`config.mk`:
```
export PLATFORM = sky130hd
export DESIGN_NAME = ls1u_intc_flat
export DESIGN_NICKNAME = d
export VERILOG_FILES = /design/src/rtl/ls1u_intc_if.sv /design/src/rtl/ls1u_intc.sv /design/src/flat_wrapper.sv
export SDC_FILE = /design/constraint.sdc
export NUM_CORES = 1
export LEC_CHECK = 0
export ABC_AREA = 1
export CELL_PAD_IN_SITES_DETAIL_PLACEMENT = 1
export CELL_PAD_IN_SITES_GLOBAL_PLACEMENT = 1
export CORE_MARGIN = 3
export CORE_UTILIZATION = 45
export CTS_BUF_LIST = sky130_fd_sc_hd__clkbuf_4 sky130_fd_sc_hd__clkbuf_8
export DETAILED_ROUTE_END_ITERATION = 10
export GPL_TIMING_DRIVEN = 0
export MAX_ROUTING_LAYER = met4
export PLACE_DENSITY = 0.86
export SLEW_MARGIN = 10
export SYNTH_ARGS = -nofsm -noshare
export SYNTH_HDL_FRONTEND = slang
export SYNTH_SLANG_ARGS = --single-unit
```
`constraint.sdc`:
```
create_clock -name clk -period 11.2 [get_ports clk]
set_input_delay 1.12 -clock clk [delete_from_list [all_inputs] [get_ports clk]]
set_output_delay 1.12 -clock clk [all_outputs]
set_load 0.05 [all_outputs]
```
`src/rtl/ls1u_intc_if.sv`:
```
// Core-side bus and interrupt handshake between the LS1u core and its interrupt controller.
// Pure wiring bundle; the core is the master of the data bus and of IN_ISP.
interface ls1u_intc_if;
    logic [23:0] daddr;
    logic        dread;
    logic        dwrite;
    logic [7:0]  ddata_o;
    logic [7:0]  rdata_o;
    logic        hit_o;
    logic        INT;
    logic [23:0] IVEC_addr;
    logic        IN_ISP;

    modport master (
        output daddr, dread, dwrite, ddata_o, IN_ISP,
        input  rdata_o, hit_o, INT, IVEC_addr
    );

    modport slave (
        input  daddr, dread, dwrite, ddata_o, IN_ISP,
        output rdata_o, hit_o, INT, IVEC_addr
    );
endinterface

```
`src/rtl/ls1u_intc.sv`:
```
// Memory-mapped interrupt controller: up to 8 prioritised sources, per-source 24-bit vectors.
// Latency: reads 0 cycles, INT 1 edge after an irq edge; no backpressure, writes always land.
module ls1u_intc #(
    parameter logic [23:0] BASE_ADDR  = 24'hFFFFE0,
    parameter int          NSRC       = 8,
    parameter logic [23:0] VEC_BASE   = 24'h000100,
    parameter logic [23:0] VEC_STRIDE = 24'h000010
) (
    input  logic            clk,
    input  logic            rst,
    input  logic [NSRC-1:0] irq_i,
    ls1u_intc_if.slave      bus
);

    logic [NSRC-1:0] ie;
    logic [NSRC-1:0] ip;
    logic [NSRC-1:0] imode;
    logic [NSRC-1:0] irq_q;
    logic [2:0]      active_id;
    logic [23:0]     vec [NSRC];

    logic            sel;
    logic [4:0]      off;
    logic            wr;
    logic [NSRC-1:0] pend;
    logic [2:0]      sel_id;
    logic            int_req;
    logic            accept;
    logic [NSRC-1:0] rise;
    logic [NSRC-1:0] ip_clr;
    logic [NSRC-1:0] swi_set;
    logic [NSRC-1:0] acc_clr;
    logic [NSRC-1:0] ip_nxt;
    logic [7:0]      ie_w;
    logic [7:0]      ip_w;
    logic [7:0]      imode_w;
    logic [23:0]     ivec;

    assign sel = (bus.daddr[23:5] == BASE_ADDR[23:5]);
    assign off = bus.daddr[4:0];
    assign wr  = bus.dwrite & sel;

    // Priority select and outputs depend on registers only.
    assign pend    = ip & ie;
    assign int_req = |pend;
    assign accept  = int_req & ~bus.IN_ISP;

    always_comb begin
        sel_id = 3'd0;
        for (int i = NSRC - 1; i >= 0; i--) begin
            if (pend[i]) sel_id = 3'(i);
        end
    end

    always_comb begin
        ivec = vec[0];
        for (int i = 0; i < NSRC; i++) begin
            if (sel_id == 3'(i)) ivec = vec[i];
        end
    end

    assign bus.INT       = int_req;
    assign bus.IVEC_addr = ivec;

    // Level bits mirror the input; edge bits use set-over-clear.
    always_comb begin
        rise    = irq_i & ~irq_q;
        ip_clr  = '0;
        swi_set = '0;
        acc_clr = '0;
        if (wr && off == 5'h01) ip_clr  = bus.ddata_o[NSRC-1:0];
        if (wr && off == 5'h04) swi_set = bus.ddata_o[NSRC-1:0];
        for (int i = 0; i < NSRC; i++) begin
            acc_clr[i] = accept && (sel_id == 3'(i));
        end
        ip_nxt = (imode & irq_i)
               | (~imode & ((ip & ~(ip_clr | acc_clr)) | rise | swi_set));
    end

    always_ff @(posedge clk or posedge rst) begin
        if (rst) begin
            ie        <= '0;
            ip        <= '0;
            imode     <= '0;
            irq_q     <= '0;
            active_id <= 3'd0;
        end else begin
            irq_q <= irq_i;
            ip    <= ip_nxt;
            if (accept)             active_id <= sel_id;
            if (wr && off == 5'h00) ie        <= bus.ddata_o[NSRC-1:0];
            if (wr && off == 5'h02) imode     <= bus.ddata_o[NSRC-1:0];
        end
    end

    always_ff @(posedge clk or posedge rst) begin
        if (rst) begin
            for (int i = 0; i < NSRC; i++) begin
                vec[i] <= VEC_BASE + 24'(i) * VEC_STRIDE;
            end
        end else begin
            for (int i = 0; i < NSRC; i++) begin
                for (int k = 0; k < 3; k++) begin
                    if (wr && off == 5'(8 + 3 * i + k)) vec[i][8*k +: 8] <= bus.ddata_o;
                end
            end
        end
    end

    always_comb begin
        ie_w    = '0;
        ip_w    = '0;
        imode_w = '0;
        ie_w[NSRC-1:0]    = ie;
        ip_w[NSRC-1:0]    = ip;
        imode_w[NSRC-1:0] = imode;
    end

    assign bus.hit_o = bus.dread & sel;

    // Zero when not selected so several slaves can be OR-ed onto the read bus.
    always_comb begin
        bus.rdata_o = 8'h00;
        if (bus.hit_o) begin
            case (off)
                5'h00:   bus.rdata_o = ie_w;
                5'h01:   bus.rdata_o = ip_w;
                5'h02:   bus.rdata_o = imode_w;
                5'h03:   bus.rdata_o = {bus.IN_ISP, 4'b0000, active_id};
                default: bus.rdata_o = 8'h00;
            endcase
            for (int i = 0; i < NSRC; i++) begin
                for (int k = 0; k < 3; k++) begin
                    if (off == 5'(8 + 3 * i + k)) bus.rdata_o = vec[i][8*k +: 8];
                end
            end
        end
    end

endmodule

```
`src/flat_wrapper.sv`:
```
// flat-port wrapper written by rule: the top's interface ports become plain ports
module ls1u_intc_flat 
#(
    parameter logic [23:0] BASE_ADDR  = 24'hFFFFE0,
    parameter int          NSRC       = 8,
    parameter logic [23:0] VEC_BASE   = 24'h000100,
    parameter logic [23:0] VEC_STRIDE = 24'h000010
)
  (clk, rst, irq_i, bus_daddr, bus_dread, bus_dwrite, bus_ddata_o, bus_IN_ISP, bus_rdata_o, bus_hit_o, bus_INT, bus_IVEC_addr);
  ls1u_intc_if bus_i ();
  input  logic clk;
  input  logic rst;
  input  logic [NSRC-1:0] irq_i;
  input wire logic [$bits(bus_i.daddr)-1:0] bus_daddr;
  input wire logic [$bits(bus_i.dread)-1:0] bus_dread;
  input wire logic [$bits(bus_i.dwrite)-1:0] bus_dwrite;
  input wire logic [$bits(bus_i.ddata_o)-1:0] bus_ddata_o;
  input wire logic [$bits(bus_i.IN_ISP)-1:0] bus_IN_ISP;
  output wire logic [$bits(bus_i.rdata_o)-1:0] bus_rdata_o;
  output wire logic [$bits(bus_i.hit_o)-1:0] bus_hit_o;
  output wire logic [$bits(bus_i.INT)-1:0] bus_INT;
  output wire logic [$bits(bus_i.IVEC_addr)-1:0] bus_IVEC_addr;
  assign bus_i.daddr = bus_daddr;
  assign bus_i.dread = bus_dread;
  assign bus_i.dwrite = bus_dwrite;
  assign bus_i.ddata_o = bus_ddata_o;
  assign bus_i.IN_ISP = bus_IN_ISP;
  assign bus_rdata_o = bus_i.rdata_o;
  assign bus_hit_o = bus_i.hit_o;
  assign bus_INT = bus_i.INT;
  assign bus_IVEC_addr = bus_i.IVEC_addr;
  ls1u_intc #(.BASE_ADDR(BASE_ADDR), .NSRC(NSRC), .VEC_BASE(VEC_BASE), .VEC_STRIDE(VEC_STRIDE)) u_core (.clk(clk), .rst(rst), .irq_i(irq_i), .bus(bus_i));
endmodule
```
==> flow_metrics.py, run 1 <==
metrics = {
    "logic_synthesis": {
        "synth_top_area_cell": "dfrtp_1",
        "synth_cell_types": 47,
        "syn_nets": 1747,
        "yosys_register_bits": 227,
        "synthAdderAreaFrac": 0,
        "synth_flop_cell": "dfrtp_1",
        "synth_top_family_by_area": "simple AND/OR/NAND/NOR gates",
        "synth-edff-count": 0,
        "seq_area_frac_synth": 0.461,
        "synthesis.area_mm2": 0.0124,
        "synth_top_area_share": 0.419,
        "async_reset_ff_frac": 1.00,
        "synth_compound_area_frac": 0.183,
        "synth_xor_area_frac": 0,
        "synth_cells": 1702,
        "muxShareOfSynthArea": 0.00728,
        "syn_avg_cell_area_um2": 7.27,
        "yosys.area_share.simple": 0.278,
        "synthTopCellsByArea": "dfrtp_1 (42%), nand2_1 (18%), o21ai_0 (9.1%)",
        "yosys_warnings": 0,
    },
    "layout": {
        "syn_to_final_growth_pct": 17.7,
        "n_antenna_cell": 0,
        "layout-drive-gt1-share": 0.100,
        "layout.nets": 1870,
    },
    "global_route": {
        "overflow": 0,
        "grt_pass1_vias": 13200,
        "grt_usage": 0.348,
        "grt_pass1_wl_mm": 76.2,
        "grt_max_degree": 90,
        "antenna_found_initial": 0,
    },
    "clocking": {
        "clock_tree.buffer_depth": 3,
        "cts_setup_buffers": 0,
        "htreeDepth": 2,
        "cts.sinks": 227,
        "post_cts_resized": 0,
        "cts_buffers": 42,
        "ctsHoldBuffers": 0,
        "clkTransAtPathRegs_ns": 0.06,
        "cts_root_buffer": "clkbuf_8",
        "clkLatencyLatePin_ns": 0.57,
        "cts_tree": "built",
    },
    "route": {
        "ant_nets": 0,
        "routedWlPerCell_um": 22.3,
        "drc": 0,
        "initialDrtViolationCount": 1019,
        "drt_wl_total_mm": 49.0,
        "num_vias": 12800,
        "viasPerCell": 5.83,
        "firstDrtPassIters": 5,
    },
    "setup_path": {
        "critPathRequiredTime_ns": 10.08,
        "slowest_stage": "clkdlybuf4s50_1",
        "cp_max_fo": 7,
        "crit_family": "simple AND/OR/NAND/NOR gates",
        "cp_data_arrival_time_ns": 4.92,
        "path_class": "primary input to primary output",
        "cp-start-kind": "primary input",
        "critPathMaxStageDelay_ns": 0.81,
        "cp_common_cell": "nand2_1",
        "path_buf_inv": 3,
        "endpoint_kind": "primary output",
    },
    "floorplanning": {
        "io_pins": 79,
        "num_rows": 60,
        "dieWidth_um": 172,
        "dieArea_mm2": 0.0295,
        "core_mm2": 0.0270,
        "die_height_um": 172,
        "start_util": 0.459,
    },
    "job": {
        "maxCapViolCount": 0,
    },
    "place": {
        "hpwl_mm": 36.0,
        "gp_congestion": 0.988,
        "portBuffers": 77,
        "dp_slack_ns": 5.16,
    },
    "timing": {
        "tightestPinTransition_ns": 0.797,
        "slew_headroom": 0.469,
        "finalHoldViolCount": 0,
        "post-route-period-util": 0.540,
        "setup_viol": 0,
        "finClkSkew_ns": 0.00554,
        "slew_viol_final": 0,
        "rsz0062_at_grt": "false",
        "fmax_mhz": 165,
        "hold_slack_ns": 0.486,
        "tns_ns": 0,
        "fin_crit_ns": 6.04,
        "setup_ws_ns": 5.16,
    },
    "outcome": {
        "outcome": "finished clean",
    },
    "power_and_ir_drop": {
        "peakVddDrop_mv": 0.0933,
        "power.leakage_uw": 0.00641,
        "powerDensity_mw_per_mm2": 124,
    },
    "hold_path": {
        "hold_class": "flip-flop to flip-flop",
    },
}
-- Yosys cell counts, types with 8 or more instances --
master	number
a21oi_1	58
buf_2	18
clkbuf_1	53
dfrtp_1	207
dfstp_2	20
inv_1	111
inv_2	19
mux2i_1	9
nand2_1	603
nand3_1	62
nand4_1	27
nor2_1	72
nor2_2	10
o21ai_0	224
o21ai_1	115
o221ai_1	8
or2_2	12
-- tightest hold or removal path, stage by stage (launching register included) --
cell	delay (ns)
dfrtp_1	0.35
nand2_1	0.06
nand2_1	0.05
-- final cells by class --
type | instances | area (um2)
fill | 3418 | 12400
multi-input combinational | 1262 | 5790
sequential | 227 | 5710
clock buffer | 72 | 891
timing repair buffer | 79 | 826
inverter | 133 | 509
tap | 341 | 427
buffer | 80 | 377
clock inverter | 6 | 38.8
-- state kept, by name, summed over array words and instances (netlist names) --
name / cells
u_core.active_id: 3
u_core.ie: 8
u_core.imode: 8
u_core.ip: 8
u_core.irq_q: 8
u_core.vec: 192
-- metrics by stage --
| step | cell area [um2] | power, uW | std cells | utilization |
|---|---|---|---|---|
| 2_1_floorplan | 12400 | 888 | 1702 | - |
| 3_3_place_gp | 13600 | 936 | 2120 | 0.503 |
| 3_5_place_dp | 13600 | 941 | 2122 | 0.506 |
| 4_1_cts | 14600 | 1820 | 2200 | 0.540 |
| 5_1_grt | 14600 | 1870 | 2200 | 0.540 |
| 6_report | 14600 | 1810 | 2200 | 0.540 |
-- layout by cell type, fill, tap and decap left out, drive strengths merged, types with 20 or more instances in the layout --
cell type / n
a21oi: 59
buf: 27
clkbuf: 126
clkdlybuf4s50: 77
dfrtp: 207
dfstp: 20
inv: 132
nand2: 610
nand3: 63
nand4: 27
nor2: 88
o21ai: 339
or2: 21
-- report_power, final --
group | switching [uW] | internal, uW
Sequential | 0.516 | 822
Combinational | 74.7 | 30.1
Clock | 382 | 501
Total | 457 | 1350
-- cells by family after synthesis --
family,Yosys count
AND/OR/NAND/NOR,820
multiplexers,9
buffers and inverters,213
AO/OA/AOI/OAI,433
flip-flops,227
-- worst paths after layout --
path	cells past startpoint	slack [ns]	from	to
worst max-delay path	25	5.16	bus_daddr[0]	bus_rdata_o[5]
worst min-delay path	2	0.49	u_core.active_id[2]	u_core.active_id[2]
worst max register to register	9	8.13	u_core.ip[1]	u_core.ip[6]
worst min register to register	2	0.49	u_core.active_id[2]	u_core.active_id[2]
max in group asynchronous	4	8.99	rst	u_core.vec[101]
min in group asynchronous	2	0.96	rst	u_core.imode[6]
-- routing by layer --
| layer | GRT usage | wire length, um | up-vias |
|---|---|---|---|
| met5 | - | 0 | - |
| met4 | 0.136 | 1950 | 0 |
| met3 | 0.0501 | 2990 | 128 |
| met2 | 0.552 | 23500 | 464 |
| met1 | 0.453 | 20500 | 6387 |
| li1 | - | - | 5842 |
(Power assumes the default switching activity.)
==> run 2: changes to the inputs <==
- CORE_UTILIZATION: 45 -> 41
- PLACE_DENSITY: 0.86 -> 0.83
- clock period: 11.2 -> 5.1 ns (I/O delays scaled with it)
==> run 2 against run 1 <==
Flip-flop and latch count unchanged. Hold slack got worse by 0.14 ns. Global-route usage down 3.6 points. Largest power group unchanged.
==> flow_metrics.py, run 2 (synthesis gave the netlist of run 1 again) <==
metrics = {
    "outcome": {
        "outcome": "finished clean",
    },
    "layout": {
        "layout-drive-gt1-share": 0.102,
        "nFillCells": 3736,
        "finalInstanceArea_mm2": 0.0147,
        "syn_to_final_growth_pct": 18.9,
        "largest_register": "u_core.vec",
        "layout.nets": 1875,
        "final_cell_mix": "nand2_1 (603), o21ai_0 (224), dfrtp_1 (207), o21ai_1 (115), inv_1 (110)",
        "n_antenna_cell": 0,
        "final_common_cell": "nand2_1",
        "largest_reg_flops": 192,
    },
    "setup_path": {
        "cp_max_fo": 10,
        "rr_endpoint": "u_core.ip[6]",
        "endpoint_kind": "primary output",
        "crit_family": "buffers and inverters",
        "rr_worst_depth": 9,
        "path_class": "flip-flop to primary output",
        "critPathRequiredTime_ns": 4.59,
        "critPathMaxStageDelay_ns": 0.83,
        "setup.reg_to_reg.worst_slack_ns": 2.34,
        "cp-start-kind": "flip-flop",
        "slowest_stage": "clkdlybuf4s50_1",
        "cp_data_arrival_time_ns": 4.47,
        "crit_chain": "nand2_1, nand2_1, nor3_4, nor2_4, inv_2, buf_2, nand2_1, nand3_1, o21ai_1, o21ai_1, mux2i_1, o21ai_1, o21ai_1, o21ai_1, clkdlybuf4s50_1",
        "path_buf_inv": 3,
        "startpoint": "u_core.ie[1]",
        "worstReg2RegStart": "u_core.ie[1]",
        "cp_common_cell": "o21ai_1",
    },
    "clocking": {
        "clkLatencyLatePin_ns": 0.58,
        "cts_root_buffer": "clkbuf_8",
        "clock_tree.buffer_depth": 3,
        "clkTransAtPathRegs_ns": 0.06,
        "htreeDepth": 2,
        "cts.sinks": 227,
        "cts_tree": "built",
        "cts_setup_buffers": 0,
        "ctsHoldBuffers": 0,
        "cts_buffers": 42,
    },
    "floorplanning": {
        "num_rows": 62,
        "dieWidth_um": 180,
        "core_mm2": 0.0292,
        "start_util": 0.423,
        "dieArea_mm2": 0.0323,
        "io_pins": 79,
        "die_height_um": 180,
    },
    "place": {
        "gp_congestion": 1.00,
        "placed_area_mm2": 0.0138,
        "hpwl_mm": 37.1,
        "portBuffers": 77,
    },
    "timing": {
        "finalHoldViolCount": 0,
        "fin_crit_ns": 4.98,
        "hold_slack_ns": 0.343,
        "tightestPinTransition_ns": 0.889,
        "tns_ns": 0,
        "finClkSkew_ns": 0.00688,
        "setup_viol": 0,
        "slew_viol_final": 0,
        "fmax_mhz": 201,
        "slew_headroom": 0.408,
        "rsz0062_at_grt": "false",
        "post-route-period-util": 0.977,
    },
    "power_and_ir_drop": {
        "p_switching_uw": 985,
        "power_frac_seq": 0.454,
        "p_int_uw": 3000,
        "swShare": 0.247,
        "powerDensity_mw_per_mm2": 271,
        "power.leakage_uw": 0.00653,
        "clkPwrFrac": 0.486,
        "pwr-share-comb": 0.060,
        "peakVddDrop_mv": 0.209,
    },
    "route": {
        "viasPerCell": 5.73,
        "wl_met1_mm": 21.2,
        "initialDrtViolationCount": 1069,
        "firstDrtPassIters": 5,
        "top_layer_used": "met4",
        "routedWlPerCell_um": 22.2,
        "wl_met2_mm": 23.7,
        "drt_wl_total_mm": 49.8,
        "wl_met3_mm": 3.43,
        "ant_nets": 0,
        "drc": 0,
        "num_vias": 12900,
    },
    "global_route": {
        "overflow": 0,
        "grt_pass1_vias": 13300,
        "grt_max_degree": 38,
        "antenna_found_initial": 0,
        "grt_usage": 0.312,
        "grt_pass1_wl_mm": 77.2,
    },
    "hold_path": {
        "hold_class": "primary input to asynchronous set/reset pin",
    },
    "job": {
        "maxCapViolCount": 0,
    },
}
[run 2: cell types whose count changed in the layout (fill, tap and decap cells not counted), moves of 2 or more]
cell | before | now
clkbuf_8 | 57 | 53
dlymetal6s2s_1 | 0 | 4
buf_12 | 1 | 7
clkdlybuf4s50_1 | 77 | 73
clkinv_2 | 3 | 1
clkbuf_4 | 16 | 20
[run 2: routing by layer]
| layer | track usage | vias to the layer above |
|---|---|---|
| met5 | - | - |
| li1 | - | 5844 |
| met3 | 0.0515 | 111 |
| met2 | 0.506 | 473 |
| met1 | 0.404 | 6431 |
| met4 | 0.0959 | 0 |
[run 2: worst reg2reg max path: stages (launching register included)]
cell,delay [ns]
dfrtp_1,0.41
nand2_1,0.14
nand2_1,0.14
nor3_4,0.44
inv_2,0.11
nor2_1,0.61
clkbuf_2,0.48
a21oi_1,0.16
nor2_1,0.11
a21oi_1,0.05
[run 2: layout make-up]
class                      instances  area, um2  share of cell area
clock inverter                     4       52.6             0.00357
sequential                       227       5710               0.388
tap                              384        480              0.0327
inverter                         133        505              0.0344
buffer                            80        378              0.0257
clock buffer                      72        866              0.0589
timing repair buffer              84        928              0.0631
multi-input combinational       1262       5790               0.394
[run 2: worst max path at each step]
stage	endpoint	slack (ns)	cells past startpoint
floorplan	u_core.active_id[0]	1.64	1
global placement	u_core.vec[74]	-0.20	2
detailed placement	bus_rdata_o[5]	0.40	18
CTS	bus_IVEC_addr[21]	0.11	11
global route	bus_IVEC_addr[10]	0.02	21
finish	bus_IVEC_addr[21]	0.12	15
[run 2: power groups by stage]
stage,clock network [uW],logic (uW),registers (uW)
2_1_floorplan,0,113,1840
3_3_place_gp,0,221,1840
3_5_place_dp,0,239,1840
4_1_cts,1960,240,1810
5_1_grt,2050,261,1810
6_report,1930,241,1810
[run 2: repair_timing]
action | in CTS | in global routing
setup endpoints to repair | 0 | 7
resized for setup | 0 | 6
endpoints found under the hold margin | 0 | 0
[run 2: through the flow]
step           utilization  worst slack [ns]  instances  total power [uW]
2_1_floorplan            -              1.64       1702              1950
3_3_place_gp         0.466            -0.205       2163              2060
3_5_place_dp         0.471             0.401       2170              2080
4_1_cts              0.502             0.110       2246              4000
5_1_grt              0.503            0.0164       2246              4110
6_report             0.503             0.118       2246              3980
